## src/rtl/seq_divider.sv

```systemverilog
// Sequential unsigned restoring divider: one quotient bit per clock, start/busy/done handshake.
// Controller (state + iteration counter) and datapath (A/Q/M + trial subtractor) share this module.
module seq_divider #(
  parameter int DATA_WIDTH = 16,
  parameter int CNT_WIDTH  = $clog2(DATA_WIDTH) + 1
) (
  input  logic                  clk,
  input  logic                  clear,
  input  logic                  start,
  input  logic [DATA_WIDTH-1:0] dividend,
  input  logic [DATA_WIDTH-1:0] divisor,
  output logic [DATA_WIDTH-1:0] quotient,
  output logic [DATA_WIDTH-1:0] remainder,
  output logic                  busy,
  output logic                  done,
  output logic                  dbz
);

  localparam logic [1:0] IDLE = 2'd0;
  localparam logic [1:0] CALC = 2'd1;
  localparam logic [1:0] DONE = 2'd2;

  logic [1:0]            state;
  logic [DATA_WIDTH:0]   regA;
  logic [DATA_WIDTH-1:0] regQ;
  logic [DATA_WIDTH-1:0] regM;
  logic [CNT_WIDTH-1:0]  cnt;

  logic [DATA_WIDTH:0]   shiftA;
  logic [DATA_WIDTH:0]   trialDiff;
  logic                  trialOk;

  // NOTE: combinational logic assigns every output unconditionally so no latch is inferred.
  always_comb begin
    shiftA    = {regA[DATA_WIDTH-1:0], regQ[DATA_WIDTH-1]};
    trialDiff = shiftA - {1'b0, regM};
    trialOk   = ~trialDiff[DATA_WIDTH];
  end

  // A's top bit only exists to hold the trial-subtract sign; after a restore it is always 0.
  logic unusedTopA;
  assign unusedTopA = regA[DATA_WIDTH];

  // NOTE: all state below uses non-blocking assignments so every register samples pre-edge values.
  always_ff @(posedge clk) begin
    if (clear) begin
      state     <= IDLE;
      regA      <= '0;
      regQ      <= '0;
      regM      <= '0;
      cnt       <= '0;
      quotient  <= '0;
      remainder <= '0;
      busy      <= 1'b0;
      done      <= 1'b0;
      dbz       <= 1'b0;
    end else begin
      done <= 1'b0;
      case (state)
        IDLE: begin
          if (start) begin
            regM  <= divisor;
            regQ  <= dividend;
            regA  <= '0;
            cnt   <= CNT_WIDTH'(DATA_WIDTH);
            dbz   <= 1'b0;
            busy  <= 1'b1;
            state <= (divisor != '0) ? CALC : DONE;
          end
        end

        CALC: begin
          regA <= trialOk ? trialDiff : shiftA;
          regQ <= {regQ[DATA_WIDTH-2:0], trialOk};
          cnt  <= cnt - 1'b1;
          if (cnt == CNT_WIDTH'(1)) state <= DONE;
        end

        DONE: begin
          // A zero divisor skipped CALC, so Q still holds the captured dividend.
          if (regM == '0) begin
            quotient  <= '1;
            remainder <= regQ;
            dbz       <= 1'b1;
          end else begin
            quotient  <= regQ;
            remainder <= regA[DATA_WIDTH-1:0];
            dbz       <= 1'b0;
          end
          done  <= 1'b1;
          busy  <= 1'b0;
          state <= IDLE;
        end

        default: state <= IDLE;
      endcase
    end
  end

endmodule

```

## config.mk

```make
export PLATFORM = sky130hd
export DESIGN_NAME = seq_divider
export DESIGN_NICKNAME = d
export VERILOG_FILES = /design/src/rtl/seq_divider.sv
export SDC_FILE = /design/constraint.sdc
export NUM_CORES = 1
export LEC_CHECK = 0
export ABC_AREA = 1
export CORE_ASPECT_RATIO = 1.4
export CORE_MARGIN = 2
export CORE_UTILIZATION = 26
export CTS_CLUSTER_DIAMETER = 120
export DETAILED_ROUTE_END_ITERATION = 8
export GPL_ROUTABILITY_DRIVEN = 1
export PLACE_DENSITY = 0.46
export REMOVE_ABC_BUFFERS = 1
export SLEW_MARGIN = 0
export SYNTH_ARGS = -nofsm -noshare
export SYNTH_HDL_FRONTEND = slang
export SYNTH_SLANG_ARGS = --single-unit
```

## constraint.sdc

```tcl
create_clock -name clk -period 2.35 [get_ports clk]
set_clock_uncertainty 0.15 [all_clocks]
set_input_delay 0.47 -clock clk [delete_from_list [all_inputs] [get_ports clk]]
set_output_delay 0.47 -clock clk [all_outputs]
set_load 0.005 [all_outputs]
```

==> results by stage, run 1 <==
Detailed routing:
- In the routed layout, each cell is associated on average with a via count of 4.451.
- The number of iterations in the first detailed-routing pass is 4.
- The remaining antenna violation count after routing is 0.
- The detailed-route via count is 4709.
- For this block, the initial DRC count from the detailed router was 187.
- Dividing the detail-routed wire length by the instance count gives 13.99 µm.
- For this run, design rule violations remaining after detail routing come to 0.
- The final routed wirelength across all metal layers is 14.80 mm.

Final layout:
- The final layout contains 866 nets.
- The top cell types in the final layout, fill and taps aside, are sky130_fd_sc_hd__nand2_1 (214), sky130_fd_sc_hd__inv_1 (108), sky130_fd_sc_hd__dfxtp_1 (87).
- The most common cell after layout, fill and taps aside is sky130_fd_sc_hd__nand2_1.
- The fraction of final layout cells with drive strength greater than 1 is 0.1106.
- The area growth from synthesis to final layout is 28.67%.
- The number of standard cells in the final layout excluding fillers is 1058.
- 0 antenna diodes ended up in the layout.

Clock tree:
- The CTS sink count is 90.
- The clock passes through at most 2 buffers.
- Buffers inserted during clock tree synthesis total 9.
- The root buffer cell chosen for the clock tree is sky130_fd_sc_hd__clkbuf_16.
- For the worst-skew pair, the clock arrives at the later sink with an insertion delay of 0.34 ns.
- The count of H-tree levels built during CTS is 3.
- The CTS clock-pin slew for the worst setup and hold paths is 0.07 ns.
- The CTS tree is done.

Outcome:
- The flow ran to the end, and the final reports show no timing, DRC or antenna violations.

Critical path:
- The category of the worst setup path launch point is a flop.
- The arrival time at the worst endpoint is 2.36 ns.
- The critical path in this run is classified as flop to flop.
- The number of buffers and inverters on the critical path is 3.
- The kind of end point of the critical path is a flop.
- The most common cell type on the critical path is sky130_fd_sc_hd__nand2_4.
- STA puts the critical path data required time at 2.47 ns.
- The largest single stage delay on the critical path is 0.38 ns.
- The critical path goes through inv_2 -> ha_4 -> inv_2 -> fa_2 -> nand2_2 -> nand2_2 -> nand3_2 -> nand2_4 -> nand2_4 -> nand2_4 -> nand2_4 -> nand2_8 -> buf_4 -> nand2_2 -> nand3_1 -> a21oi_1.
- The family with the most delay on the worst path is simple AND/OR/NAND/NOR gates.
- The cell at the slowest stage of the critical path is sky130_fd_sc_hd__fa_2.
- In this run the worst path has a maximum fanout of 8.

GRT:
- The maximum number of pins on one net before global-route repair is 36.
- The global-route wire length before repair is 23.33 mm.
- The via count of the first global-routing pass was 4526.
- The number of antenna violations at the first check in global routing is 0.
- After global routing the overflow that remains totals 0.
- The total global-route track usage is 0.1462.

Timing:
- The final critical path time including I/O delays and setup is 2.237 ns.
- The transition at the pin with the smallest max-transition slack is 0.5472 ns.
- The worst hold slack after final layout is 0.2607 ns.
- The share of the clock period used by the worst path is 0.9518.
- After layout, the worst setup slack is 0.1133 ns.
- The final-report setup violation count is 0.
- The number of hold violations in the final report was 0.
- The max-slew violation count is 0.
- In this run the tightest slew margin relative to its limit is 0.6348.
- The highest clock rate is 447.1 MHz.

Placed design:
- The sum of net half-perimeters after detailed placement is 11.13 mm.
- The placed instance count is 1040.
- The count of input and output buffers is 69.
- The global placement routability congestion is 0.8569.
- The setup slack at placement is 0.02933 ns.

Pwr:
- The part of the power in combinational logic is 0.381.
- The static leakage is 2.792 nW.
- The sequential cell fraction of total power is 0.349.
- Of the total power, the clock network draws 0.269.
- The internal power consumption is 3.149 mW.
- The net load switching power is 1.941 mW.
- The total power per unit cell area is 794.4 nW/µm².
- The net switching share of the total power is 0.3814.
- The worst-case IR drop observed on VDD is 0.0003398 V.

Floorplanning:
- From bottom edge to top edge, the die measures 167.8 µm.
- The die width is 121.0 µm.
- The floorplan step defined a core boundary enclosing 18680 µm².
- The floorplan has 59 rows.
- The effective utilization at floorplan is 0.2666.
- The floorplan die area is 20290 µm².
- The number of ports placed on the die boundary is 70.

Logic synthesis:
- The number of enable-type register cells in the synthesized netlist is 0.
- After synthesis the netlist holds a flip-flop and latch count of 90.
- Counting every instance in the synthesized netlist gives 744.
- The prevailing post-synth register cell is sky130_fd_sc_hd__dfxtp_1.
- Of the synthesized area, sequential elements account for 0.3618.
- In the synthesized netlist the async set-or-reset flop fraction comes to 0.
- The cell area that synthesis handed to floorplanning was 4980 µm².
- The post-synthesis area per instance is 6.693 µm².
- The synthesis warning total is 0.
- The distinct cell type count after synthesis is 39.

Hold path:
- The tightest min-delay check is of the input pin to flop type.

Job:
- Max-cap violations in this run came to 0.
final timing paths:
kind / from / to / slack [ns] / cells past startpoint
worst max-delay path: regQ[15]$_SDFFE_PP0P_ / regA[5]$_SDFFE_PP0P_ / 0.11 / 16
worst min-delay path: clear / regA[8]$_SDFFE_PP0P_ / 0.26 / 2
worst max register to register: regQ[15]$_SDFFE_PP0P_ / regA[5]$_SDFFE_PP0P_ / 0.11 / 16
worst min register to register: quotient[10]$_SDFFE_PP0P_ / quotient[10]$_SDFFE_PP0P_ / 0.31 / 2
cell families after synthesis:
logic type	count (synthesis)	synth area share
AOI/OAI and AO/OA	151	0.1726
xor gates and xnor gates	7	0.01231
adders and majority gates	19	0.04925
buffers and inverters	147	0.1183
DFF	90	0.3618
and+or+nand+nor	330	0.2857
registers in the layout, indices dropped and copies added (netlist names), 2 cells and up:
signal and flops:
quotient 16, regA 16, regM 16, regQ 16, remainder 16, cnt 5
state 2
cells in the mapped netlist (3+ instances only):
| cell | instances | area (µm²) |
|---|---|---|
| sky130_fd_sc_hd__buf_6 | 3 | 33.78 |
| sky130_fd_sc_hd__buf_2 | 5 | 25.02 |
| sky130_fd_sc_hd__inv_1 | 110 | 412.9 |
| sky130_fd_sc_hd__o211ai_1 | 15 | 112.6 |
| sky130_fd_sc_hd__a31oi_1 | 17 | 106.4 |
| sky130_fd_sc_hd__nand3_1 | 25 | 125.1 |
| sky130_fd_sc_hd__clkbuf_1 | 21 | 78.83 |
| sky130_fd_sc_hd__nor2_1 | 47 | 176.4 |
| sky130_fd_sc_hd__nand2_2 | 12 | 75.07 |
| sky130_fd_sc_hd__o21ai_0 | 50 | 250.2 |
| sky130_fd_sc_hd__dfxtp_1 | 90 | 1802 |
| sky130_fd_sc_hd__a21oi_1 | 56 | 280.3 |
| sky130_fd_sc_hd__ha_1 | 18 | 225.2 |
| sky130_fd_sc_hd__a21oi_2 | 8 | 70.07 |
| sky130_fd_sc_hd__nand3_2 | 9 | 90.09 |
| sky130_fd_sc_hd__nand2_1 | 216 | 810.8 |
| sky130_fd_sc_hd__nand4_1 | 8 | 50.05 |
| sky130_fd_sc_hd__nand3b_1 | 3 | 22.52 |
| sky130_fd_sc_hd__xor2_1 | 5 | 43.79 |
final cells by class:
cell class	count	area, µm²
clock buffer	11	252.7
inverter	113	424.2
clock inverter	2	13.76
fill	2037	12270
sequential	90	1805
timing repair buffer	89	873.3
multi-input combinational	509	2733
tap	244	305.3
through the flow:
step	instance area [µm²]	total power, mW	setup TNS, ns	util
3_5_place_dp	5981	3.560	0	0.3202
4_1_cts	6247	4.951	0	0.3345
2_1_floorplan	4815	2.993	-44.27	-
3_3_place_gp	5981	3.563	0	0.3202
5_1_grt	6407	5.473	-0.01781	0.3431
6_report	6407	5.090	0	0.3431
metal layers:
metal	GRT usage	part of all wire	up-vias
met3	0.01873	0.029	11
met2	0.2706	0.53	70
met4	0.04044	0.014	0
met5	0	0	-
li1	-	-	2514
met1	0.1740	0.42	2114
power by group through the flow:
| stage | clock [mW] | combinational (mW) | sequential, mW |
|---|---|---|---|
| 3_3_place_gp | 0 | 1.75 | 1.81 |
| 3_5_place_dp | 0 | 1.75 | 1.81 |
| 6_report | 1.37 | 1.94 | 1.78 |
| 2_1_floorplan | 0 | 1.22 | 1.77 |
| 4_1_cts | 1.42 | 1.76 | 1.77 |
| 5_1_grt | 1.48 | 2.19 | 1.80 |
repair_timing:
item	4_1_cts	5_1_grt
endpoints found under the setup margin	1	17
endpoints found under the hold margin	0	0
hold buffers	0	0
setup buffers	0	3
gates cloned	0	2
pin swaps	1	8
gates resized for setup	0	27
Power figures use the tool's default switching activity.
==> inputs of run 2 (changes only) <==
--- a/config.mk
+++ b/config.mk
@@ -9,7 +9,8 @@
 export CORE_ASPECT_RATIO = 1.4
 export CORE_MARGIN = 2
 export CORE_UTILIZATION = 26
-export CTS_CLUSTER_DIAMETER = 120
+export CTS_CLUSTER_DIAMETER = 50
+export CTS_CLUSTER_SIZE = 28
 export DETAILED_ROUTE_END_ITERATION = 8
 export GPL_ROUTABILITY_DRIVEN = 1
 export PLACE_DENSITY = 0.46
==> results of run 2 <==
The final DEF is identical to that of run 1; final timing and power are the same.
